## config.mk

```make
export PLATFORM = sky130hd
export DESIGN_NAME = dual_mem_arbiter
export DESIGN_NICKNAME = d
export VERILOG_FILES = /design/src/rtl/dual_mem_arbiter.sv
export SDC_FILE = /design/constraint.sdc
export NUM_CORES = 1
export LEC_CHECK = 0
export BUFFER_PORTS_ARGS = -buffer_cell sky130_fd_sc_hd__buf_4
export CORE_AREA = 2 2 171 173
export CTS_CLUSTER_DIAMETER = 150
export DETAILED_ROUTE_END_ITERATION = 10
export DIE_AREA = 0 0 173 175
export GPL_ROUTABILITY_DRIVEN = 0
export PLACE_DENSITY = 0.43
export SLEW_MARGIN = 20
export SYNTH_ARGS = -nofsm -noshare
export SYNTH_HDL_FRONTEND = slang
export SYNTH_SLANG_ARGS = --single-unit
```

## constraint.sdc

```tcl
create_clock -name CLK -period 1.81 [get_ports CLK]
set_clock_uncertainty 0.15 [all_clocks]
set_input_delay 0.0905 -clock CLK [delete_from_list [all_inputs] [get_ports CLK]]
set_output_delay 0.0905 -clock CLK [all_outputs]
set_load 0.1 [all_outputs]
```

## src/rtl/dual_mem_arbiter.sv

```systemverilog
// Four-way memory arbiter (dcache0/1, icache0/1) onto one single-ported RAM, one word per grant.
// Optional round-robin tie-break between cores of the same class is enabled by defining ARB_RR_EN.

package cpu_types_pkg;
  typedef enum logic [1:0] {
    FREE   = 2'd0,
    BUSY   = 2'd1,
    ACCESS = 2'd2,
    ERROR  = 2'd3
  } ramstate_t;
endpackage

module dual_mem_arbiter
  import cpu_types_pkg::*;
#(
  parameter int ADDR_W = 32,
  parameter int DATA_W = 32
) (
  input  logic              CLK,
  input  logic              RST,
  input  logic [1:0]        iREN,
  input  logic [ADDR_W-1:0] iaddr0,
  input  logic [ADDR_W-1:0] iaddr1,
  input  logic [1:0]        dREN,
  input  logic [1:0]        dWEN,
  input  logic [ADDR_W-1:0] daddr0,
  input  logic [ADDR_W-1:0] daddr1,
  input  logic [DATA_W-1:0] dstore0,
  input  logic [DATA_W-1:0] dstore1,
  input  logic [1:0]        ccwait,
  output logic [1:0]        iwait,
  output logic [1:0]        dwait,
  output logic [DATA_W-1:0] iload0,
  output logic [DATA_W-1:0] iload1,
  output logic [DATA_W-1:0] dload0,
  output logic [DATA_W-1:0] dload1,
  output logic              ramREN,
  output logic              ramWEN,
  output logic [ADDR_W-1:0] ramaddr,
  output logic [DATA_W-1:0] ramstore,
  input  logic [DATA_W-1:0] ramload,
  input  ramstate_t         ramstate,
  output logic              ramerr
);

  typedef enum logic {IDLE, XFER} state_t;
  // bit 1 = instruction class, bit 0 = core index
  typedef enum logic [1:0] {G_D0 = 2'b00, G_D1 = 2'b01, G_I0 = 2'b10, G_I1 = 2'b11} grant_t;

  state_t      r_state;
  grant_t      r_grant;

  logic [1:0]  w_dreq;
  logic        w_any;
  logic        w_tie;
  logic        w_dcore;
  logic        w_icore;
  grant_t      w_win;
  logic        w_gcore;
  logic        w_gins;
  logic        w_greq;
  logic        w_xfer;
  logic        w_done;
  logic        w_sticky;

  assign w_dreq = dREN | dWEN;
  assign w_any  = (|w_dreq) | (|iREN);

`ifdef ARB_RR_EN
  logic r_last;

  always_ff @(posedge CLK) begin
    if (RST)         r_last <= 1'b1;
    else if (w_done) r_last <= w_gcore;
  end

  assign w_tie = ~r_last;
`else
  assign w_tie = 1'b0;
`endif

  // Winner depends only on registered state and live requests, never on ramstate
  assign w_dcore = (&w_dreq) ? w_tie : w_dreq[1];
  assign w_icore = (&iREN)   ? w_tie : iREN[1];
  assign w_win   = (|w_dreq) ? grant_t'({1'b0, w_dcore}) : grant_t'({1'b1, w_icore});

  assign w_gcore  = r_grant[0];
  assign w_gins   = r_grant[1];
  assign w_greq   = w_gins ? iREN[w_gcore] : w_dreq[w_gcore];
  assign w_xfer   = (r_state == XFER) && !RST && w_greq;
  assign w_done   = w_xfer && ((ramstate == ACCESS) || (ramstate == ERROR));
  assign w_sticky = !w_gins && ccwait[w_gcore] && dWEN[w_gcore];
  assign ramerr   = w_done && (ramstate == ERROR);

  always_comb begin
    ramREN   = 1'b0;
    ramWEN   = 1'b0;
    ramaddr  = '0;
    ramstore = '0;
    if (w_xfer) begin
      if (w_gins) begin
        ramREN  = 1'b1;
        ramaddr = w_gcore ? iaddr1 : iaddr0;
      end else begin
        // A simultaneous read and write from one core is served as the write
        ramWEN   = dWEN[w_gcore];
        ramREN   = !dWEN[w_gcore];
        ramaddr  = w_gcore ? daddr1 : daddr0;
        ramstore = w_gcore ? dstore1 : dstore0;
      end
    end
  end

  always_comb begin
    iwait = iREN;
    dwait = w_dreq;
    if (w_done) begin
      if (w_gins) iwait[w_gcore] = 1'b0;
      else        dwait[w_gcore] = 1'b0;
    end
  end

  assign iload0 = ramload;
  assign iload1 = ramload;
  assign dload0 = ramload;
  assign dload1 = ramload;

  always_ff @(posedge CLK) begin
    if (RST) begin
      r_state <= IDLE;
      r_grant <= G_D0;
    end else begin
      case (r_state)
        IDLE: begin
          if (w_any) begin
            r_grant <= w_win;
            r_state <= XFER;
          end
        end
        XFER: begin
          // A held writeback keeps the grant so its second word follows with no bubble
          if (!w_greq || (w_done && !w_sticky)) r_state <= IDLE;
        end
        default: r_state <= IDLE;
      endcase
    end
  end

endmodule

```

# ---- Yosys cells after proc, flatten, opt, wreduce, memory -nomap -nowiden
# Cells that the tools add are included.
dict set report op_classes {
  bitwise_logic 6
  n_mux 32
  eq_ne 2
  magnitude_cmp 2
  n_reduce_logical 20
}
# operator count
set op_table {}
lappend op_table {{$mux W32} 7}
lappend op_table {{$mux W1} 18}
lappend op_table {{$mux W2} 5}
lappend op_table {{$logic_and A1 B1 Y1} 8}
lappend op_table {{$reduce_and A2 Y1} 3}
lappend op_table {{$logic_not A1 Y1} 5}
lappend op_table {{$and A2 B2 Y2} 2}
lappend op_table {{$eq A2 B2 Y1 const B} 2}
lappend op_table {{$reduce_or A2 Y1} 2}
lappend op_table {{$logic_or A1 B1 Y1} 2}
lappend op_table {{$lt A1 B2 Y1 const B} 1}
lappend op_table {{$not A2 Y2} 1}
lappend op_table {{$or A2 B2 Y2} 1}
lappend op_table {{$pmux W1 S2} 1}
lappend op_table {{$demux W1 S1} 1}
lappend op_table {{$ge A1 B1 Y1 const B} 1}
lappend op_table {{$not A1 Y1} 1}
lappend op_table {{$or A1 B1 Y1} 1}
dict set report word_totals {
  ff_bits 3
  word_cells 64
  inputBits 236
}

# ---- Logic depth before layout (Yosys ltp)
dict set report logic_depth {
  ltp_word 10
  ltp_mapped 7
  ltp_nobuf 4
}

# ---- Worst setup path after synthesis
# Ideal clock, no wire load.
dict set report synth_path {
  path_type {register to output}
  start {register r_grant[0]}
  end {output dwait[1]}
  slack_ps -795
  path_stages_with_launch 5
  arrival_ps 2364
  path_buffers 3
  path_cell_list {dfxtp_1 buf_6 buf_8 buf_4 a41oi_1}
}
dict set report synth_via {
  elab_chain_len 8
}
# item line
set synth_lines {}
lappend synth_lines {{from (decl)} 51} ;# grant_t r_grant;
lappend synth_lines {{from (signal assigned)} 136} ;# r_grant <= w_win;
lappend synth_lines {{$lt A1 B2 Y1 (implied by the code) or $ge A1 B1 Y1 (tied branches)} 119} ;# else dwait[w_gcore] = 1'b0;
lappend synth_lines {{$logic_and A1 B1 Y1 (implied by the code)} 119}
lappend synth_lines {{$mux W1 (implied by the code)} 119}
lappend synth_lines {{$demux W1 S1} 119}
lappend synth_lines {{$not A2 Y2 (no source line)} n/a}
lappend synth_lines {{$and A2 B2 Y2 (no source line)} n/a}
lappend synth_lines {{$mux W2} 118} ;# if (w_gins) iwait[w_gcore] = 1'b0;
lappend synth_lines {{$mux W2 *} 117} ;# if (w_done) begin
lappend synth_lines {{to (decl)} 32} ;# output logic [1:0] dwait,
# Every way passes the cells marked *; elsewhere a longest branch is shown, timed or not. The select of a mux whose other input is x is not followed.

# ---- Worst setup path after layout
dict set report layout_path {
  start {register r_grant[0]}
  end {output ramaddr[4]}
}
dict set report layout_via {
  elab_chain_len 5
}
# item line
set layout_lines {}
lappend layout_lines {{$mux W1 (implied by the code) (2 in series)} 89} ;# assign w_greq = w_gins ? iREN[w_gcore] : w_dreq[w_gcore];
lappend layout_lines {{$mux W1} 89}
lappend layout_lines {{$logic_and A1 B1 Y1} 90} ;# assign w_xfer = (r_state == XFER) && !RST && w_greq;
lappend layout_lines {{$mux W32 *} 100} ;# if (w_xfer) begin
lappend layout_lines {{to (decl)} 39} ;# output logic [ADDR_W-1:0] ramaddr,
# Marked as above.

==> flow_metrics.env <==
export IMPL_synthMuxAreaShare_pct=38.6
export IMPL_cp_num_buf_inv=3
export IMPL_htreeDepth=1
export IMPL_yosys_warnings=0
export IMPL_end_kind="output pin"
export IMPL_antennaDiodeCount=0
export IMPL_start_kind="register"
export IMPL_critPathMaxFanout=10
export IMPL_dieArea_sq_um=30300
export IMPL_cpMostUsedCell="buf_12"
export IMPL_total_power_uw=3060
export IMPL_power_density_nw_per_um2=492
export IMPL_outcome="finished, violations left"
export IMPL_grt_pass1_vias=3267
export IMPL_ir_drop_mv=0.246
export IMPL_grt_total_usage_pct=8.15
export IMPL_start_util_pct=9.68
export IMPL_slew_headroom_pct=75.5
export IMPL_layout_common_cells="220 x buf_4, 72 x buf_12, 33 x mux2i_1, 33 x nor2_4, 32 x mux4_2"
export IMPL_async_reset_ff_share_pct=0
export IMPL_crit_type="reg -> out"
export IMPL_avgSynthCellArea_sq_um=8.78
export IMPL_intPower_uw=1630
export IMPL_synth_top_family_by_area="buffers and inverters"
export IMPL_io_pins=435
export IMPL_synth_nets=549
export IMPL_cts_max_path_buffers=2
export IMPL_top_usage_layer="met2"
export IMPL_netlist_area_sq_um=2750
export IMPL_place_inst=851
export IMPL_slowest_stage="mux4_2"
export IMPL_drt_iter0_drc=40
export IMPL_grt_overflow=0
export IMPL_grt_first_pass_wirelength_um=19100
export IMPL_synth_xor_area_share_pct=0
export IMPL_vias_per_cell=3.23
export IMPL_drt_wirelength_per_cell_um=14.9
export IMPL_portBuffers=274
export IMPL_clkPwrFrac_pct=11.3
export IMPL_maxClockFrequency_mhz=495
export IMPL_chipWidth_um=173
export IMPL_drc_errors=0
export IMPL_ys_ff_latch=3
export IMPL_placed_area_sq_um=4970
export IMPL_max_stage_delay_ns=0.49
export IMPL_cts_tree="built"
export IMPL_synth_compound_area_share_pct=4.14
export IMPL_clkLatencyLatePin_ns=0.22
export IMPL_synth_edff_count=0
export IMPL_num_vias=2812
export IMPL_fin_crit_sh_pct=112
export IMPL_grtUsageMet2_pct=15.8
export IMPL_path_clk_slew_ns=0.03
export IMPL_final_nets=723
export IMPL_finalNonFillerCells=870
export IMPL_worst_r2r_startpoint="r_grant[0]$_SDFFE_PP0P_"
export IMPL_whs_ns=0.0311
export IMPL_cts_root_buf="clkbuf_16"
export IMPL_first_pass_iters=4
export IMPL_setup_slack_ns=-0.212
export IMPL_cts_sinks=3
export IMPL_crit_family="multiplexers"
export IMPL_cp_data_required_time_ns=1.57
export IMPL_comb_power_share_pct=85.7
export IMPL_p_leak_uw=0.00254
export IMPL_rsz0062_at_grt="true"
export IMPL_finalHoldViolCount=0
export IMPL_mostFrequentLayoutCell="buf_4"
export IMPL_final_min_clock_period_ns=2.02
export IMPL_die_h_um=175
export IMPL_hold_start="ramload[12]"
export IMPL_swShare_pct=46.8
export IMPL_routed_wl_um=12900
export IMPL_yosys_area_share_simple_pct=14.6
export IMPL_tightestPinTransition_ns=0.358
export IMPL_hp_class="in -> out"
export IMPL_pre_cts_ws_ns=-0.0148
export IMPL_place_detailed_hpwl_um=10400
export IMPL_grt_max_degree=27
export IMPL_synthAdderAreaFrac_pct=0
export IMPL_synth_cells=313
export IMPL_switchingPower_uw=1430
export IMPL_drive_above_1_share_pct=88.3
export IMPL_p_seq_share_pct=3.0
export IMPL_setup_viol=68
export IMPL_crit_chain="buf_4, buf_12, mux4_2, nor2b_2, buf_12"
export IMPL_rows=62
export IMPL_fin_area_sq_um=6220
export IMPL_area_growth_pct=126
export IMPL_ys_flop_type="dfxtp_1"
export IMPL_final_max_slew_viol_count=0
export IMPL_coreArea_sq_um=28400
export IMPL_ant_nets=0
export IMPL_startpoint="r_grant[0]$_SDFFE_PP0P_"
export IMPL_cts_inserted_buffers=3
export IMPL_violations="setup timing"
export IMPL_antenna_found_initial=0
export IMPL_met1_usage_pct=8.27
export IMPL_ys_seq_area_share_pct=2.19
export IMPL_fillers=3117
export IMPL_drv_cap=0
export IMPL_use_met3_pct=2.50
export IMPL_arrival_ns=1.78
export IMPL_yosys_cell_types_count=27
==> routing by layer <==
layer	routed length (um)	vias up
met5	0	-
met4	164	0
met3	1240	13
met2	7230	207
met1	4290	1292
li1	-	1300
==> logic make-up (layout without fill, tap and decap cells) <==
group | after synthesis | in the layout
buf+inv | 149 | 322
simple gates | 81 | 81
mux | 66 | 66
compound gates | 14 | 14
flops | 3 | 3
==> sequential cells by signal (all words and copies together), names as in the netlist <==
signal / count
r_grant: 2
r_state: 1
==> Yosys cell counts, types with 2 or more instances <==
cell type  instances  share of area (%)
mux4_2            32                 26
a211oi_1           2               0.55
o21a_1             2               0.55
nand3_1            3               0.55
a21oi_1            2               0.36
mux2i_1           34                 12
inv_1              3               0.41
buf_2              9                1.6
buf_6              5                2.0
nor2_1            37                5.1
nand2_1            5               0.68
dfxtp_1            3                2.2
buf_4            131                 36
nor2b_1           32                7.3
==> power groups by stage <==
stage	Sequential (uW)	Combinational [uW]	Clock [uW]
floorplan	82.0	2840	0
global placement	90.7	2180	0
detailed placement	92.3	2190	0
CTS	95.3	2590	352
global route	95.0	2740	355
finish	92.4	2620	345
==> stage by stage <==
| stage | util (%) | TNS, ns |
|---|---|---|
| final | 21.9 | -10.85 |
| after global routing | 21.9 | -16.05 |
| after CTS | 21.4 | -10.32 |
| after detailed placement | 17.5 | -0.153 |
| after global placement | 17.5 | 0 |
| after floorplan | - | -7.92 |
==> final timing paths <==
path / end / slack (ns) / cells after the start
max: ramaddr[4] / -0.21 / 5
min reg2reg: r_grant[0]$_SDFFE_PP0P_ / 0.49 / 3
max reg2reg: r_state$_SDFF_PP0_ / 0.22 / 7
min: dload0[12] / 0.03 / 0
==> layout make-up <==
| cell class | count | area [sq um] | area share (%) |
|---|---|---|---|
| Sequential cell | 3 | 65.1 | 1.05 |
| Inverter | 3 | 11.3 | 0.181 |
| Multi-Input combinational cell | 161 | 2090 | 33.7 |
| Timing Repair Buffer | 315 | 3490 | 56.1 |
| Tap cell | 384 | 480 | 7.73 |
| Clock buffer | 4 | 78.8 | 1.27 |
==> worst register-to-register path, delay by kind of cell (launching register included) <==
kind,cells,cell delay [ns]
buffers and inverters,3,0.47
AO/OA/AOI/OAI,3,0.39
flip-flops,1,0.38
AND/OR/NAND/NOR,1,0.07
==> timing repair <==
item | in CTS | in global routing
endpoints found under the hold margin | 3 | 0
gates cloned | 3 | 4
resized for setup | 215 | 6
buffers inserted | 3 | 4
setup endpoints to repair | 69 | 70
hold buffers | 1 | 0
pin swaps | 1 | 5
Power figures use the tool's default switching activity.
